**config.mk**
```make
export PLATFORM = sky130hd
export DESIGN_NAME = mat_add_sched
export DESIGN_NICKNAME = d
export VERILOG_FILES = /design/src/rtl/mat_add_sched.sv
export SDC_FILE = /design/constraint.sdc
export NUM_CORES = 2
export LEC_CHECK = 0
export BUFFER_PORTS_ARGS = -buffer_cell sky130_fd_sc_hd__buf_2
export CORE_AREA = 2 2 602 604
export CTS_CLUSTER_DIAMETER = 150
export DETAILED_ROUTE_END_ITERATION = 10
export DIE_AREA = 0 0 604 606
export GPL_TIMING_DRIVEN = 0
export PLACE_DENSITY = 0.49
export SLEW_MARGIN = 10
export SYNTH_ARGS = -nofsm -noshare
export SYNTH_HDL_FRONTEND = slang
export SYNTH_SLANG_ARGS = --single-unit
```
**constraint.sdc**
```tcl
create_clock -name clk -period 10.9 [get_ports clk]
set_input_delay 2.18 -clock clk [delete_from_list [all_inputs] [get_ports clk]]
set_output_delay 2.18 -clock clk [all_outputs]
set_load 0.02 [all_outputs]
```
**src/rtl/mat_add_sched.sv**
```systemverilog
// mat_add_sched: MxN elementwise single-precision matrix adder that sequences one
// shared handshake adder over all elements. Define MAT_ADD_SCHED_SUB_EN for the 'sub' port (Z = A - B).

// Handshake IEEE-754 single adder, round-to-nearest-even, active-high sync reset.
// With the result acked promptly, it transfers 5 cycles after the operand transfer.
module adder (
  input  logic        clk,
  input  logic        rst,
  input  logic [31:0] input_a,
  input  logic        input_a_stb,
  output logic        input_a_ack,
  input  logic [31:0] input_b,
  input  logic        input_b_stb,
  output logic        input_b_ack,
  output logic [31:0] output_z,
  output logic        output_z_stb,
  input  logic        output_z_ack
);
  typedef enum logic [2:0] {GET, ALIGN, ADD, NORM, ROUND, PUT} add_state_t;
  add_state_t state, state_n;

  logic [31:0] a, b;
  logic        a_held, b_held, a_keep, b_keep, a_xfer, b_xfer, z_xfer;

  assign a_xfer = input_a_stb & input_a_ack;
  assign b_xfer = input_b_stb & input_b_ack;
  assign z_xfer = output_z_stb & output_z_ack;

  always_comb begin
    state_n = state;
    case (state)
      GET:     if ((a_held | a_xfer) && (b_held | b_xfer)) state_n = ALIGN;
      ALIGN:   state_n = ADD;
      ADD:     state_n = NORM;
      NORM:    state_n = ROUND;
      ROUND:   state_n = PUT;
      PUT:     if (z_xfer) state_n = GET;
      default: state_n = GET;
    endcase
    a_keep = (state == GET) && (state_n == GET) && (a_held | a_xfer);
    b_keep = (state == GET) && (state_n == GET) && (b_held | b_xfer);
  end

  always_ff @(posedge clk) begin
    if (rst) begin
      state        <= GET;
      a_held       <= 1'b0;
      b_held       <= 1'b0;
      input_a_ack  <= 1'b0;
      input_b_ack  <= 1'b0;
      output_z_stb <= 1'b0;
    end else begin
      state        <= state_n;
      a_held       <= a_keep;
      b_held       <= b_keep;
      input_a_ack  <= (state_n == GET) && !a_keep;
      input_b_ack  <= (state_n == GET) && !b_keep;
      output_z_stb <= (state_n == PUT);
    end
  end

  // Unpack and align: mantissas carry guard, round and sticky bits below the LSB.
  logic        sa, sb, a_nan, b_nan, a_inf, b_inf, a_zero, b_zero, a_big, sticky, spec;
  logic [7:0]  ea, eb, xa, xb, d;
  logic [22:0] fa, fb;
  logic [26:0] ma, mb, big_m, sml_m, sml_sh;
  logic [53:0] sh_full;
  logic [31:0] spec_z;

  always_comb begin
    {sa, ea, fa} = a;
    {sb, eb, fb} = b;
    a_nan  = (ea == 8'hFF) && (|fa);
    b_nan  = (eb == 8'hFF) && (|fb);
    a_inf  = (ea == 8'hFF) && !(|fa);
    b_inf  = (eb == 8'hFF) && !(|fb);
    a_zero = (ea == 8'd0) && !(|fa);
    b_zero = (eb == 8'd0) && !(|fb);
    xa     = (ea == 8'd0) ? 8'd1 : ea;
    xb     = (eb == 8'd0) ? 8'd1 : eb;
    ma     = {ea != 8'd0, fa, 3'b000};
    mb     = {eb != 8'd0, fb, 3'b000};
    a_big  = (xa > xb) || ((xa == xb) && (ma >= mb));
    big_m  = a_big ? ma : mb;
    sml_m  = a_big ? mb : ma;
    d      = a_big ? (xa - xb) : (xb - xa);
    sh_full = {sml_m, 27'd0} >> d;
    if (d > 8'd27) begin
      sml_sh = 27'd0;
      sticky = |sml_m;
    end else begin
      sml_sh = sh_full[53:27];
      sticky = |sh_full[26:0];
    end
    spec   = 1'b1;
    spec_z = 32'h7FC0_0000;
    if (a_nan || b_nan || (a_inf && b_inf && (sa != sb))) spec_z = 32'h7FC0_0000;
    else if (a_inf)             spec_z = a;
    else if (b_inf)             spec_z = b;
    else if (a_zero && b_zero)  spec_z = {sa & sb, 31'd0};
    else                        spec   = 1'b0;
  end

  logic [26:0] r_big, r_sml, r_nm;
  logic [27:0] r_sum;
  logic [9:0]  r_exp, r_ne;
  logic        r_sign, r_sub, r_spec;
  logic [31:0] r_spec_z;

  // Normalise; left shifts stop at exponent 1 so tiny results come out subnormal.
  logic [4:0]  lz;
  logic [9:0]  sh, ne;
  logic [26:0] nm;

  always_comb begin
    lz = 5'd27;
    for (int i = 0; i < 27; i++) if (r_sum[i]) lz = 5'(26 - i);
    sh = 10'd0;
    nm = r_sum[26:0];
    ne = r_exp;
    if (r_sum[27]) begin
      nm = {r_sum[27:2], r_sum[1] | r_sum[0]};
      ne = r_exp + 10'd1;
    end else begin
      sh = ({5'd0, lz} < r_exp) ? {5'd0, lz} : (r_exp - 10'd1);
      nm = r_sum[26:0] << sh;
      ne = r_exp - sh;
    end
  end

  logic        rnd;
  logic [24:0] mant;
  logic [9:0]  ef;
  logic [22:0] fr;
  logic [31:0] res;

  always_comb begin
    rnd  = r_nm[2] & (r_nm[1] | r_nm[0] | r_nm[3]);
    mant = {1'b0, r_nm[26:3]} + {24'd0, rnd};
    ef   = 10'd0;
    fr   = mant[22:0];
    if (mant[24]) begin
      ef = r_ne + 10'd1;
      fr = mant[23:1];
    end else if (mant[23]) begin
      ef = r_ne;
    end
    if (r_spec)               res = r_spec_z;
    else if (r_sum == 28'd0)  res = 32'd0;
    else if (ef >= 10'd255)   res = {r_sign, 8'hFF, 23'd0};
    else                      res = {r_sign, ef[7:0], fr};
  end

  always_ff @(posedge clk) begin
    if (rst) begin
      output_z <= 32'd0;
    end else begin
      if (a_xfer) a <= input_a;
      if (b_xfer) b <= input_b;
      case (state)
        ALIGN: begin
          r_big    <= big_m;
          r_sml    <= {sml_sh[26:1], sml_sh[0] | sticky};
          r_exp    <= {2'b00, a_big ? xa : xb};
          r_sign   <= a_big ? sa : sb;
          r_sub    <= sa ^ sb;
          r_spec   <= spec;
          r_spec_z <= spec_z;
        end
        ADD:     r_sum <= r_sub ? ({1'b0, r_big} - {1'b0, r_sml}) : ({1'b0, r_big} + {1'b0, r_sml});
        NORM: begin
          r_nm <= nm;
          r_ne <= ne;
        end
        ROUND:   output_z <= res;
        default: ;
      endcase
    end
  end
endmodule

// Controller states:
//   LOAD  | accept A and B independently; leave once both are held
//   ISSUE | offer a_reg[idx], b_reg[idx] to the adder until both are taken
//   WAIT  | take the adder result into z_reg[idx]; next element or PUT
//   PUT   | present z_reg until the consumer acks
module mat_add_sched #(
  parameter int M = 4,
  parameter int N = 4
) (
  input  logic                    clk,
  input  logic                    rst,
  input  logic [M-1:0][N-1:0][31:0] input_a,
  input  logic                    input_a_stb,
  output logic                    input_a_ack,
  input  logic [M-1:0][N-1:0][31:0] input_b,
  input  logic                    input_b_stb,
  output logic                    input_b_ack,
  output logic [M-1:0][N-1:0][31:0] output_z,
  output logic                    output_z_stb,
  input  logic                    output_z_ack
`ifdef MAT_ADD_SCHED_SUB_EN
  ,
  input  logic                    sub
`endif
);
  localparam int E  = M * N;
  localparam int IW = (E > 1) ? $clog2(E) : 1;
  localparam logic [IW-1:0] LAST = IW'(E - 1);

  typedef enum logic [1:0] {LOAD, ISSUE, WAIT, PUT} state_t;
  state_t state, state_n;

  logic [IW-1:0]        idx, idx_n;
  logic [E-1:0][31:0]   a_reg, b_reg, z_reg;
  logic                 a_held, b_held, a_keep, b_keep;
  logic                 add_a_stb, add_b_stb, add_a_ack, add_b_ack;
  logic                 add_z_stb, add_z_ack;
  logic [31:0]          add_a, add_b, add_z;
  logic                 a_xfer, b_xfer, z_xfer, add_a_xfer, add_b_xfer, add_z_xfer;
  logic                 add_a_stb_n, add_b_stb_n;

  assign a_xfer     = input_a_stb & input_a_ack;
  assign b_xfer     = input_b_stb & input_b_ack;
  assign z_xfer     = output_z_stb & output_z_ack;
  assign add_a_xfer = add_a_stb & add_a_ack;
  assign add_b_xfer = add_b_stb & add_b_ack;
  assign add_z_xfer = add_z_stb & add_z_ack;
  assign output_z   = z_reg;
  assign add_a      = a_reg[idx];

`ifdef MAT_ADD_SCHED_SUB_EN
  logic sub_reg;
  assign add_b = b_reg[idx] ^ {sub_reg, 31'd0};
`else
  assign add_b = b_reg[idx];
`endif

  always_comb begin
    state_n = state;
    idx_n   = idx;
    case (state)
      LOAD: if ((a_held | a_xfer) && (b_held | b_xfer)) begin
        state_n = ISSUE;
        idx_n   = '0;
      end
      ISSUE: if ((!add_a_stb || add_a_xfer) && (!add_b_stb || add_b_xfer)) state_n = WAIT;
      WAIT: if (add_z_xfer) begin
        if (idx == LAST) begin
          state_n = PUT;
        end else begin
          state_n = ISSUE;
          idx_n   = idx + IW'(1);
        end
      end
      PUT:     if (z_xfer) state_n = LOAD;
      default: state_n = LOAD;
    endcase
    a_keep = (state == LOAD) && (state_n == LOAD) && (a_held | a_xfer);
    b_keep = (state == LOAD) && (state_n == LOAD) && (b_held | b_xfer);
    // Stbs rise on entry to ISSUE and each falls on its own transfer.
    add_a_stb_n = (state_n == ISSUE) && ((state != ISSUE) || (add_a_stb && !add_a_xfer));
    add_b_stb_n = (state_n == ISSUE) && ((state != ISSUE) || (add_b_stb && !add_b_xfer));
  end

  always_ff @(posedge clk) begin
    if (!rst) begin
      state        <= LOAD;
      idx          <= '0;
      a_held       <= 1'b0;
      b_held       <= 1'b0;
      input_a_ack  <= 1'b0;
      input_b_ack  <= 1'b0;
      add_a_stb    <= 1'b0;
      add_b_stb    <= 1'b0;
      add_z_ack    <= 1'b0;
      output_z_stb <= 1'b0;
      a_reg        <= '0;
      b_reg        <= '0;
      z_reg        <= '0;
`ifdef MAT_ADD_SCHED_SUB_EN
      sub_reg      <= 1'b0;
`endif
    end else begin
      state        <= state_n;
      idx          <= idx_n;
      a_held       <= a_keep;
      b_held       <= b_keep;
      input_a_ack  <= (state_n == LOAD) && !a_keep;
      input_b_ack  <= (state_n == LOAD) && !b_keep;
      add_a_stb    <= add_a_stb_n;
      add_b_stb    <= add_b_stb_n;
      add_z_ack    <= (state_n == WAIT);
      output_z_stb <= (state_n == PUT);
      if (a_xfer) a_reg <= input_a;
      if (b_xfer) begin
        b_reg <= input_b;
`ifdef MAT_ADD_SCHED_SUB_EN
        sub_reg <= sub;
`endif
      end
      if (add_z_xfer) z_reg[idx] <= add_z;
    end
  end

  adder u_adder (
    .clk          (clk),
    .rst          (~rst),
    .input_a      (add_a),
    .input_a_stb  (add_a_stb),
    .input_a_ack  (add_a_ack),
    .input_b      (add_b),
    .input_b_stb  (add_b_stb),
    .input_b_ack  (add_b_ack),
    .output_z     (add_z),
    .output_z_stb (add_z_stb),
    .output_z_ack (add_z_ack)
  );
endmodule

```
==> results.yml <==
yosys:
  syn_avg_cell_area_sq_um: 8.93
  synth-main-ff-cell: "dfxtp_1"
  syn_area_sq_um: 82800
  synth_edf_count: 223
  async_flop_share: 0
  yosysWarnings: 0
  synthCells: 9271
  ys_seq_elements: 1813
  synth_cell_types: 87
  ys_seq_area_frac: 0.465
detailed_routing:
  ant_nets: 0
  routed_wl_mm: 475
  vias: 78200
  drt-initial-drc-count: 7576
  drt-pass1-iter-count: 6
  avgRoutedWirePerCell_um: 29.5
  drc: 0
  viasPerCell: 4.85
placed_design:
  dpl.hpwl_mm: 388
  numPortBuffers: 1542
  place_congestion: 0.982
clock_tree:
  htreeDepth: 4
  cts_setup_buffers: 0
  cts_buffer_depth: 4
  tritoncts: "yes"
  cts_buffers: 211
  cts.sinks: 1813
  cts.clk_slew.worst_paths_ps: 60
  insertion_delay_ps: 970
  cts-root-buf: "clkbuf_16"
  ctsResizeCount: 0
  hold_buffers: 0
worst_setup_path:
  path_max_fanout: 10
  path_class: "flip-flop to flip-flop"
  start_kind: "flip-flop"
  critPathCaptureType: "flip-flop"
  required_ps: 11440
  crit_arrival_ps: 8090
sta:
  worst_slew_pin_slew_ps: 1370
  fin_crit_ps: 7550
  finalSetupViolCount: 0
  hold_slack_ps: 460
  rsz0062_at_grt: "no"
  fmax_ghz: 0.132
  slew_viol_final: 0
  hold_viol_final: 0
  post-route-period-util: 0.693
  slew_headroom: 0.0839
  finClkSkew_ps: 108
global_route:
  antenna_found_initial: 181
  grt_max_degree: 33
  grt-ovfl-total: 0
  track_usage: 0.248
  grt_pass1_vias: 73000
  grt_pass1_wl_mm: 625
power:
  p_per_area_nw_per_um2: 173
  p_leak_nw: 38.2
  ir_drop_uv: 140
  power_w: 0.0180
run:
  max-cap-violations: 0
worst_hold_path:
  min_path_type: "flip-flop to flip-flop"
floorplan:
  fp.dieH_um: 606
  initial_core_util: 0.230
  core_area_sq_um: 360000
  row_count: 221
  die_w_um: 604
  ios: 1544
  fp.dieArea_sq_um: 366000
cells_and_area:
  area_growth_pct: 26.0
  drive_gt1_frac: 0.210
  fin_nets: 12200
status:
  status: "finished clean"
## report_power, final
part / switching (W) / internal [W] / total (W)
Combinational: 0.00210 / 0.000941 / 0.00304
Clock: 0.00318 / 0.00423 / 0.00740
Sequential: 0.000311 / 0.00728 / 0.00759
## cells in the mapped netlist (all sizes together), types with 54 or more instances
master / n / area share
nor2: 224 / 0.010
nand2: 3275 / 0.15
ha: 82 / 0.012
a21boi: 1542 / 0.14
mux4: 330 / 0.090
o21ai: 177 / 0.011
buf: 64 / 0.0037
clkbuf: 703 / 0.032
dfxtp: 1590 / 0.38
nand3: 72 / 0.0044
edfxtp: 223 / 0.081
a21oi: 142 / 0.0086
nor3: 54 / 0.0033
mux2i: 89 / 0.011
inv: 93 / 0.0042
xnor2: 66 / 0.0070
## layout by cell type (no fill, tap or decap), types with 48 or more instances in the layout
| master | instances |
|---|---|
| ha_1 | 82 |
| a21boi_0 | 1540 |
| o21ai_0 | 170 |
| xnor2_1 | 66 |
| clkbuf_16 | 213 |
| diode_2 | 86 |
| a21oi_1 | 142 |
| dfxtp_1 | 1590 |
| clkbuf_1 | 703 |
| mux4_2 | 330 |
| buf_2 | 1577 |
| nor2_1 | 222 |
| nand2_1 | 3275 |
| edfxtp_1 | 223 |
| nand3_1 | 72 |
| clkbuf_2 | 48 |
| inv_1 | 91 |
| mux2i_1 | 86 |
| nor3_1 | 51 |
## final cells by class
cell class	count	area, sq um
multi-input cells	6616	41100
diodes	86	215
clock buffers	301	6060
repair buffers	1571	8140
well taps	4794	6000
clock inverters	72	965
flip-flops and latches	1813	38500
inverters	96	360
fillers	39200	256000
plain buffers	767	3010
## per-stage QoR
step	setup slack, ps	setup TNS, ps	std cells	utilization	instance area, sq um
after floorplan	518	0	9292	-	82900
after global placement	-5240	-491110	15600	0.268	96600
after detailed placement	3660	0	15700	0.270	97100
after CTS	3530	0	16000	0.289	104000
after global routing	3160	0	16100	0.290	104000
final	3350	0	16100	0.290	104000
## per-layer routing
metal	vias to the layer above	global-route usage	share of wire
met5	-	0	0.00029
met4	26	0.123	0.053
met3	879	0.0444	0.070
met2	3472	0.410	0.47
met1	38500	0.310	0.41
li1	35300	-	-
## critical path: stages, from the launching register on
cell,delay [ps]
edfxtp_1,450
nor4_1,330
nand2_1,280
inv_1,140
clkbuf_1,790
nor2_1,160
inv_1,130
ha_1,380
nand4_1,290
a2111oi_2,110
nand2_1,180
o221ai_1,340
a211oi_2,890
buf_6,300
buf_6,200
buf_2,270
buf_1,380
clkbuf_1,590
clkbuf_1,580
o21ai_0,330
## logic make-up (layout without fill, tap and decap cells)
kind of cell / after synthesis / after routing / synth area share
and+or+nand+nor: 3872 / 3872 / 0.186
AOI/OAI and AO/OA: 2105 / 2105 / 0.183
DFF: 1813 / 1813 / 0.465
buffers and inverters: 863 / 2807 / 0.0399
muxes: 444 / 444 / 0.104
xor gates and xnor gates: 88 / 88 / 0.00931
adders and majority gates: 85 / 85 / 0.0131
other: 1 / 108 / 0.0000453
## final timing paths
path,slack (ps),cells past startpoint,start,to
max,3350,19,u_adder.b[27],u_adder.r_exp[7]
min,460,2,output_z[297],output_z[297]
max reg2reg,3350,19,u_adder.b[27],u_adder.r_exp[7]
min reg2reg,460,2,output_z[297],output_z[297]
(Power assumes the default switching activity.)
